File: src/rtl/mcu_local_bram_writer_fsm.sv
// mcu_local_bram_writer_fsm: writes framed AXI-Stream passes into a local BRAM
// through a registered write port, reporting done or framing/config errors.
module mcu_local_bram_writer_fsm #(
    parameter int DATA_WIDTH       = 16,
    parameter int DATA_STRB_WIDTH  = DATA_WIDTH / 8,
    parameter int ADDR_WIDTH       = 32,
    parameter int INTER_ITER_WIDTH = 32,
    parameter int GLO_FSM_WIDTH    = 2,
    parameter int GLO_FSM_STR      = 0,
    parameter int GLO_FSM_ERR      = 2,
    parameter int GLO_FSM_END      = 3
) (
    input  logic                        clk,
    input  logic                        rst,
    output logic                        bram_en,
    output logic [DATA_STRB_WIDTH-1:0]  bram_we,
    output logic [ADDR_WIDTH-1:0]       bram_addr,
    output logic [DATA_WIDTH-1:0]       bram_wrdata,
    input  logic [DATA_WIDTH-1:0]       s_axis_tdata,
    input  logic                        s_axis_tvalid,
    output logic                        s_axis_tready,
    input  logic                        s_axis_tlast,
    input  logic [GLO_FSM_WIDTH-1:0]    glo_fsm_state,
    input  logic [ADDR_WIDTH-1:0]       base_addr,
    input  logic [ADDR_WIDTH:0]         addr_counter_max,
    input  logic [INTER_ITER_WIDTH-1:0] inter_counter_max,
    output logic                        write_done,
    output logic                        error,
    output logic [1:0]                  error_code
);
    typedef enum logic [1:0] {IDLE, RUN, DONE, ERR} state_t;

    state_t                      state_q, state_d;
    logic [ADDR_WIDTH-1:0]       base_q, base_d, nm1_q, nm1_d, word_q, word_d, off_q, off_d;
    logic [INTER_ITER_WIDTH-1:0] mm1_q, mm1_d, pass_q, pass_d;
    logic                        en_q, en_d;
    logic [ADDR_WIDTH-1:0]       addr_q, addr_d;
    logic [DATA_WIDTH-1:0]       data_q, data_d;
    logic [1:0]                  code_q, code_d;

    logic start, abort, acc, last_word, frame_err, wr, zero_cfg;

    assign start         = glo_fsm_state == GLO_FSM_WIDTH'(GLO_FSM_STR);
    assign abort         = state_q == RUN && glo_fsm_state == GLO_FSM_WIDTH'(GLO_FSM_ERR);
    assign s_axis_tready = state_q == RUN && !abort;
    assign acc           = s_axis_tvalid && s_axis_tready;
    assign last_word     = word_q == nm1_q;
    assign frame_err     = acc && (last_word != s_axis_tlast);
    assign wr            = acc && !frame_err;
    assign zero_cfg      = addr_counter_max == '0 || inter_counter_max == '0;

    assign bram_en     = en_q;
    assign bram_we     = {DATA_STRB_WIDTH{en_q}};
    assign bram_addr   = addr_q;
    assign bram_wrdata = data_q;
    assign write_done  = state_q == DONE;
    assign error       = state_q == ERR;
    assign error_code  = code_q;

    always_comb begin
        state_d = state_q;
        base_d  = base_q;
        nm1_d   = nm1_q;
        mm1_d   = mm1_q;
        word_d  = word_q;
        pass_d  = pass_q;
        off_d   = off_q;
        code_d  = code_q;
        case (state_q)
            IDLE: if (start) begin
                if (zero_cfg) begin
                    state_d = ERR;
                    code_d  = 2'd3;
                end else begin
                    state_d = RUN;
                    base_d  = base_addr;
                    nm1_d   = addr_counter_max[ADDR_WIDTH-1:0] - ADDR_WIDTH'(1);
                    mm1_d   = inter_counter_max - INTER_ITER_WIDTH'(1);
                    word_d  = '0;
                    pass_d  = '0;
                    off_d   = '0;
                end
            end
            RUN: if (abort) state_d = IDLE;
                 else if (frame_err) begin
                     state_d = ERR;
                     code_d  = last_word ? 2'd2 : 2'd1;
                 end else if (wr && last_word && pass_q == mm1_q) state_d = DONE;
            DONE: if (glo_fsm_state == GLO_FSM_WIDTH'(GLO_FSM_END)) state_d = IDLE;
            ERR: if (glo_fsm_state == GLO_FSM_WIDTH'(GLO_FSM_ERR)) begin
                state_d = IDLE;
                code_d  = 2'd0;
            end
            default: state_d = IDLE;
        endcase
        if (wr) begin
            off_d  = off_q + ADDR_WIDTH'(1);
            word_d = last_word ? '0 : word_q + ADDR_WIDTH'(1);
            pass_d = pass_q + INTER_ITER_WIDTH'(last_word);
        end
        en_d   = wr;
        addr_d = wr ? base_q + off_q : addr_q;
        data_d = wr ? s_axis_tdata : data_q;
    end

    always_ff @(posedge clk) begin
        if (rst) begin
            state_q <= IDLE;
            base_q  <= '0;
            nm1_q   <= '0;
            mm1_q   <= '0;
            word_q  <= '0;
            pass_q  <= '0;
            off_q   <= '0;
            en_q    <= 1'b0;
            addr_q  <= '0;
            data_q  <= '0;
            code_q  <= 2'd0;
        end else begin
            state_q <= state_d;
            base_q  <= base_d;
            nm1_q   <= nm1_d;
            mm1_q   <= mm1_d;
            word_q  <= word_d;
            pass_q  <= pass_d;
            off_q   <= off_d;
            en_q    <= en_d;
            addr_q  <= addr_d;
            data_q  <= data_d;
            code_q  <= code_d;
        end
    end
endmodule
File: config.mk
export PLATFORM = sky130hd
export DESIGN_NAME = mcu_local_bram_writer_fsm
export DESIGN_NICKNAME = d
export VERILOG_FILES = /design/src/rtl/mcu_local_bram_writer_fsm.sv
export SDC_FILE = /design/constraint.sdc
export NUM_CORES = 1
export LEC_CHECK = 0
export BUFFER_PORTS_ARGS = -buffer_cell sky130_fd_sc_hd__buf_2
export CAP_MARGIN = 20
export CORE_UTILIZATION = 30
export DETAILED_ROUTE_END_ITERATION = 8
export PLACE_DENSITY = 0.54
export SLEW_MARGIN = 5
export SYNTH_ARGS = -nofsm -noshare
export SYNTH_HDL_FRONTEND = slang
export SYNTH_SLANG_ARGS = --single-unit
File: constraint.sdc
create_clock -name clk -period 4.7 [get_ports clk]
set_input_delay 0.94 -clock clk [delete_from_list [all_inputs] [get_ports clk]]
set_output_delay 0.94 -clock clk [all_outputs]
set_load 0.01 [all_outputs]
==> results of run 1 <==
==> metrics by stage <==
step,instance area (µm²),hold WS (ns)
6_report,15700,0.450
5_1_grt,15700,0.464
4_1_cts,15700,0.450
3_5_place_dp,14800,0.442
3_3_place_gp,14800,0.438
2_1_floorplan,13400,0.441
==> cell type report <==
| cell class | count | area, µm² | area share |
|---|---|---|---|
| inverter | 21 | 78.8 | 0.00503 |
| clock buffer | 39 | 791 | 0.0505 |
| tap | 592 | 741 | 0.0473 |
| multi-input combinational | 1312 | 8010 | 0.511 |
| clock inverter | 9 | 80.1 | 0.00511 |
| timing repair buffer | 192 | 1060 | 0.0680 |
| sequential | 245 | 4900 | 0.313 |
==> registers in the layout, indices dropped and copies added (netlist names) <==
| name | cells |
|---|---|
| nm1_q | 32 |
| state_q | 2 |
| bram_addr | 32 |
| word_q | 32 |
| bram_en | 1 |
| bram_wrdata | 16 |
| base_q | 32 |
| pass_q | 32 |
| mm1_q | 32 |
| error_code | 2 |
| off_q | 32 |
==> cells in the mapped netlist (27+ instances only) <==
library cell	instances	area, µm²
a211oi_1	54	405
or3_1	39	244
a21oi_1	156	781
o21ai_0	60	300
xnor2_1	84	736
clkbuf_1	72	270
nor4_1	27	169
dfxtp_1	245	4900
nand4_1	42	263
nand2_1	217	815
ha_1	39	488
nor2_1	175	657
nor3_1	35	175
nand3_1	50	250
xor2_1	61	534
==> placed cells by master, fill, tap and decap left out, types with 19 or more instances in the layout <==
master	count
nand4_1	42
or3_1	39
o21ai_0	59
buf_2	173
nor2_1	173
clkbuf_16	27
dfxtp_1	245
nor3_1	35
a21oi_1	156
a211oi_1	54
ha_1	39
nand3_1	50
xnor2_1	84
and3_1	26
a311oi_1	26
o211ai_1	19
nor4_1	27
nand3b_1	21
nand2_1	217
xor2_1	61
inv_1	21
==> metal layers <==
layer	wire length, µm	up-vias	share of wire
met5	0	-	0
met4	625	0	0.017
met3	1740	42	0.046
met2	16400	249	0.44
met1	18700	5670	0.50
li1	-	6323	-
==> cell families (layout without fill, tap and decap cells) <==
| family | after synthesis | count (layout) | synth area share |
|---|---|---|---|
| AOI/OAI and AO/OA | 398 | 398 | 0.189 |
| xor gates and xnor gates | 145 | 145 | 0.0947 |
| adders and majority gates | 40 | 40 | 0.0379 |
| buffers and inverters | 122 | 261 | 0.0387 |
| DFF | 245 | 245 | 0.366 |
| muxes | 11 | 11 | 0.00905 |
| and+or+nand+nor | 718 | 718 | 0.265 |
==> final timing paths <==
check | startpoint | endpoint | slack, ns
max | word_q[20] | pass_q[28] | 0.99
max reg2reg | word_q[20] | pass_q[28] | 0.99
min | bram_addr[8] | bram_addr[8] | 0.45
min reg2reg | bram_addr[8] | bram_addr[8] | 0.45
==> tightest hold or removal path, delay by kind of cell, from the launching register on <==
family / cells / cell delay (ns)
AO/OA/AOI/OAI: 1 / 0.05
flip-flops: 1 / 0.31
AND/OR/NAND/NOR: 1 / 0.05
==> where the power goes <==
| part | internal (mW) | switching [mW] |
|---|---|---|
| Clock | 1.22 | 0.871 |
| Sequential | 2.14 | 0.0471 |
| Combinational | 0.174 | 0.267 |
==> summary.txt, run 1 <==
Run status
  – Status: complete, no violations

Routing
  – Drt total wl: 37500 µm
  – 1st-pass router iterations: 5
  – Post-route ant nets: 0
  – WL/cell: 15.5 µm
  – DRC viols: 0
  – DR iter-0 viols: 693
  – Post-DR vias/cell: just over 5
  – Via Count: ~12k

Clock network
  – # resized after CTS: 0
  – Clock sink total: 245
  – Clock-pin slew on the worst setup and hold paths: about 0.060 ns
  – Clk Latency, worst-skew pair: around 0.54 ns
  – TritonCTS clock tree: done
  – Clock buffer depth: 3
  – Post-CTS setup buffers: 0
  – CTS H-tree depth: 1
  – Clock root cell: clkbuf_16
  – TritonCTS Buffers: 27
  – Post-CTS Hold Buffers: 0

Die
  – FP Rows: 77
  – Die height: around 210 µm
  – Starting Density: 0.304
  – Die Wd: ~210 µm
  – Die Area: 45600 µm²
  – Boundary Pins: around 180
  – Core Area: ~44000 µm²

Global route
  – Largest net degree at the start of global routing: around 130
  – Met2 Track Usage GR: 0.254
  – Overflow after GRT: 0
  – GRT met1 Usage: 0.233
  – GRT met3 Usage: 0.0223
  – First-pass GRT wire length: 60200 µm
  – Vias in the first global route: approximately 11k
  – GRT Max-Usage Layer: met2
  – Initial antenna violation count: 0
  – GRT Util Overall: 0.162

Cells and area
  – Share of cells above drive strength 1: 0.146
  – Final Util: 0.355
  – Layout Cells excl Fill: 2410
  – Ant. Diodes: 0
  – Area growth, synth to finish: 16.8%
  – Fillers: 4718
  – Nets: ~2k

Yosys
  – Syn Nets: 1838
  – Synth Warn #: 0
  – FFs w/ async S/R, synth: 0
  – Post-Syn Area: roughly 13000 µm²
  – Yosys reg bits: between 200 and 250
  – Mapped Cells: around 1.7k
  – Ys flop type: dfxtp_1
  – Netlist cell types: 62
  – Post-synth EDFFs: 0
  – Syn avg cell area: about 8 µm²
  – Seq/Total Area, Yosys: 0.366

Setup path
  – Crit start category: flop
  – Worst Path Arrival: 4.18 ns
  – Crit end category: flop
  – Worst EP required: about 5.2 ns
  – Worst path top cell family by delay: simple AND/OR/NAND/NOR gates
  – Kind of critical path: flop to flop
  – Critical-path maximum fanout: 13
  – Crit-path max cell delay: between 0.4 and 0.5 ns
  – Crit path buf inv count: 1
  – R2R depth: 13
  – Cells along the critical path: xor2_1 -> nor4_1 -> nand4_1 -> nor2_1 -> buf_4 -> ha_1 -> ha_1 -> and3_1 -> and3_1 -> nand3_1 -> or2_2 -> or4_1 -> a21oi_1
  – Critical path's slowest cell: or4_1
  – Cell count along the critical path: 13

Job
  – Max cap viols: 0

Placed design
  – Placed cells: 2362
  – Worst slack at placement: around 0.67 ns
  – Post-DP HPWL: around 27000 µm
  – Placer congestion estimate: 0.849
  – Buffers on Ports: approximately 170

STA
  – Setup_tns: 0 ns
  – Max Slew Vio Count: 0
  – Peak Freq: 269 MHz
  – Final setup margin: 0.987 ns
  – Final hold violation count: 0
  – RSZ-0062 raised after global routing: no
  – Slew HR: 0.383
  – Slew @ Worst Pin: 0.925 ns
  – Setup Skew: ~0.0099 ns
  – Final setup viols: 0
  – Fin crit period: roughly 3.7 ns
  – Final period util: 0.790

Power
  – Leakage: between 5 and 6 nW
  – Final Power: 4.72 mW
  – PwrDens: 301 nW/µm²
  – Maximum VDD drop: 0.210 mV

Hold path
  – Cells on Worst Hold Path: 2
  – Hold WC Path Type: flop to flop
No activity file was read; power rests on OpenSTA's default activity.
==> run 2, diff against run 1 <==
Settings changed: PLACE_DENSITY 0.54 to 0.56.
Clock period 4.7 ns to 3.23 ns, I/O delays scaled along.
==> run 2 against run 1 <==
Compared with the run above:
- global-route usage is 0.067 points higher
- die area stayed put
- core utilization up 1.5 points
- worst setup slack got worse by 0.89 ns
- sequential power up 45%
- largest power group is now clock
- highest routed layer unchanged
==> summary.txt, run 2 (synthesis results as in run 1) <==
Run status
  – Status: complete, no violations

Power
  – PwrDens: 434 nW/µm² (+44%)
  – Final Power: 7.08 mW (+50%)
  – Leakage: 6.20 nW (+5.8%)
  – Maximum VDD drop: 0.368 mV (+75%)

Clock network
  – TritonCTS clock tree: done
  – CTS H-tree depth: 1 (unchanged)
  – Clock sink total: 245 (unchanged)
  – Post-CTS Hold Buffers: 0 (unchanged)
  – Clock buffer depth: 3 (unchanged)
  – Clock root cell: clkbuf_16
  – Clk Latency, worst-skew pair: 0.55 ns (about the same)
  – Clock-pin slew on the worst setup and hold paths: 0.06 ns (about the same)
  – TritonCTS Buffers: 29 (+7.4%)

Setup path
  – Critical R2R Capture: pass_q[24]
  – R2R depth: 13 (unchanged)
  – Crit-path max cell delay: 0.37 ns (-0.06 ns)
  – Top cell by count, worst path: and3_4
  – Kind of critical path: flop to flop
  – Critical path's slowest cell: dfxtp_4
  – Cells along the critical path: xor2_1 -> nor4_1 -> nand4_1 -> nor2_4 -> ha_4 -> ha_2 -> and3_4 -> and3_4 -> nand3_1 -> or2_4 -> buf_4 -> or3_1 -> a21oi_2
  – Worst reg-to-reg setup slack: 0.09 ns (-0.89 ns)
  – Worst EP required: 3.70 ns (-1.46 ns)
  – Critical-path maximum fanout: 8 (-5)
  – Crit start category: flop
  – Worst Path Arrival: 3.61 ns (-0.57 ns)
  – Worst flop-to-flop path startpoint: word_q[13]
  – Crit end category: flop

Die
  – Core Area: 44100 µm² (unchanged)
  – FP Rows: 77 (unchanged)
  – Die Area: 45600 µm² (unchanged)
  – Die Wd: 213 µm (unchanged)
  – Die height: 213 µm (unchanged)
  – Boundary Pins: 175 (unchanged)
  – Starting Density: 0.304 (unchanged)

Global route
  – Initial antenna violation count: 0 (unchanged)
  – Vias in the first global route: 11.6k (+2.3%)
  – First-pass GRT wire length: 60300 µm (+0.15%)
  – GRT Util Overall: 0.163 (+0.000669)
  – Largest net degree at the start of global routing: 131 (-2.2%)
  – Overflow after GRT: 0 (unchanged)

STA
  – Slew @ Worst Pin: 0.897 ns (-0.0279 ns)
  – Final period util: 0.971 (+0.181)
  – Slew HR: 0.402 (+0.0186)
  – Peak Freq: 319 MHz (+18%)
  – Setup Skew: 0.0107 ns (+0.000780 ns)
  – Max Slew Vio Count: 0 (unchanged)
  – Final setup viols: 0 (unchanged)
  – Setup_tns: 0 ns (unchanged)
  – Fin crit period: 3.14 ns (-0.575 ns)
  – RSZ-0062 raised after global routing: no
  – Final hold violation count: 0 (unchanged)

Job
  – Max cap viols: 0 (unchanged)

Routing
  – Metal-1 WL: 18800 µm (+0.33%)
  – Drt total wl: 38200 µm (+2.0%)
  – Top sig layer: met4
  – Via Count: 12.6k (+2.8%)
  – Post-route ant nets: 0 (unchanged)
  – DRC viols: 0 (unchanged)
  – Met3 WL: 2030 µm (+17%)
  – Met2 wire length: 16700 µm (+2.2%)
  – Post-DR vias/cell: 5.11 (+0.22%)
  – 1st-pass router iterations: 5 (unchanged)
  – WL/cell: 15.4 µm (-0.60%)
  – DR iter-0 viols: 745 (+7.5%)

Cells and area
  – Most frequent cells in the layout: dfxtp_1 (242), nand2_1 (217), buf_2 (173)
  – Share of cells above drive strength 1: 0.180 (+0.0346)
  – Final Util: 0.370 (+0.0145)
  – Design Area, Final: 16300 µm² (+4.1%)
  – Ant. Diodes: 0 (unchanged)
  – Nets: 2018 (+3.1%)
  – Area growth, synth to finish: 21.6%
  – Layout Cells excl Fill: 2472 (+2.6%)
  – Fillers: 4657 (-1.3%)
  – Most common cell after layout, fill and taps aside: dfxtp_1

Placed design
  – Placer congestion estimate: 0.852 (+0.34%)
  – Buffers on Ports: 174 (unchanged)
  – Post-DP HPWL: 28200 µm (+3.9%)
  – Placed cells: 2417 (+2.3%)
  – Placed cell area: 15300 µm² (+3.3%)

Hold path
  – Min-Delay Endpoint: mm1_q[0]
  – Cells on Worst Hold Path: 2 (unchanged)
  – HP Start: inter_counter_max[0]
  – Hold WC Path Type: input port to flop
## run 2: repair_timing
item | 4_1_cts | 5_1_grt
setup buffers | 0 | 3
pin swaps | 1 | 6
resized for setup | 1 | 14
endpoints found under the setup margin | 3 | 7
## run 2: how the worst max path moves through the flow
stage	from	to	cells past startpoint
floorplan	word_q[20]	pass_q[22]	15
global placement	inter_counter_max[26]	pass_q[7]	10
detailed placement	inter_counter_max[26]	word_q[12]	9
CTS	word_q[8]	pass_q[28]	12
global route	word_q[13]	pass_q[24]	13
finish	word_q[13]	pass_q[24]	13
## run 2: final cells by class
cell class	count	area, µm²	share of cell area
repair buffers	250	1580	0.0966
flip-flops and latches	245	4910	0.301
inverters	21	78.8	0.00483
clock inverters	11	95.1	0.00583
well taps	592	741	0.0454
multi-input cells	1312	8060	0.494
clock buffers	41	851	0.0522
## run 2: worst max-delay path, delay by kind of cell (launching register included)
| family | cells | cell delay (ns) |
|---|---|---|
| XOR/XNOR | 1 | 0.16 |
| AO/OA/AOI/OAI | 1 | 0.13 |
| flip-flops | 1 | 0.37 |
| AND/OR/NAND/NOR | 8 | 1.91 |
| adder cells (fa/ha/maj) | 2 | 0.33 |
| buffers and inverters | 1 | 0.16 |
## run 2: metal layers
metal  vias to the layer above  track usage
li1                       6437            -
met1                      5841        0.233
met2                       311        0.258
met3                        39       0.0217
met4                         0       0.0384
met5                         -            0
## run 2: stage by stage
stage	worst slack (ns)	hold WS, ns
after floorplan	0.0760	0.441
after global placement	-0.0921	0.438
after detailed placement	-0.114	0.443
after CTS	0.0147	0.274
after global routing	0.00518	0.312
final	0.0924	0.319
## run 2: power breakdown
part / total [mW] / switching (mW) / internal (mW)
Clock: 3.22 / 1.31 / 1.91
Combinational: 0.686 / 0.403 / 0.283
Sequential: 3.18 / 0.0660 / 3.11
Total: 7.08 / 1.78 / 5.30
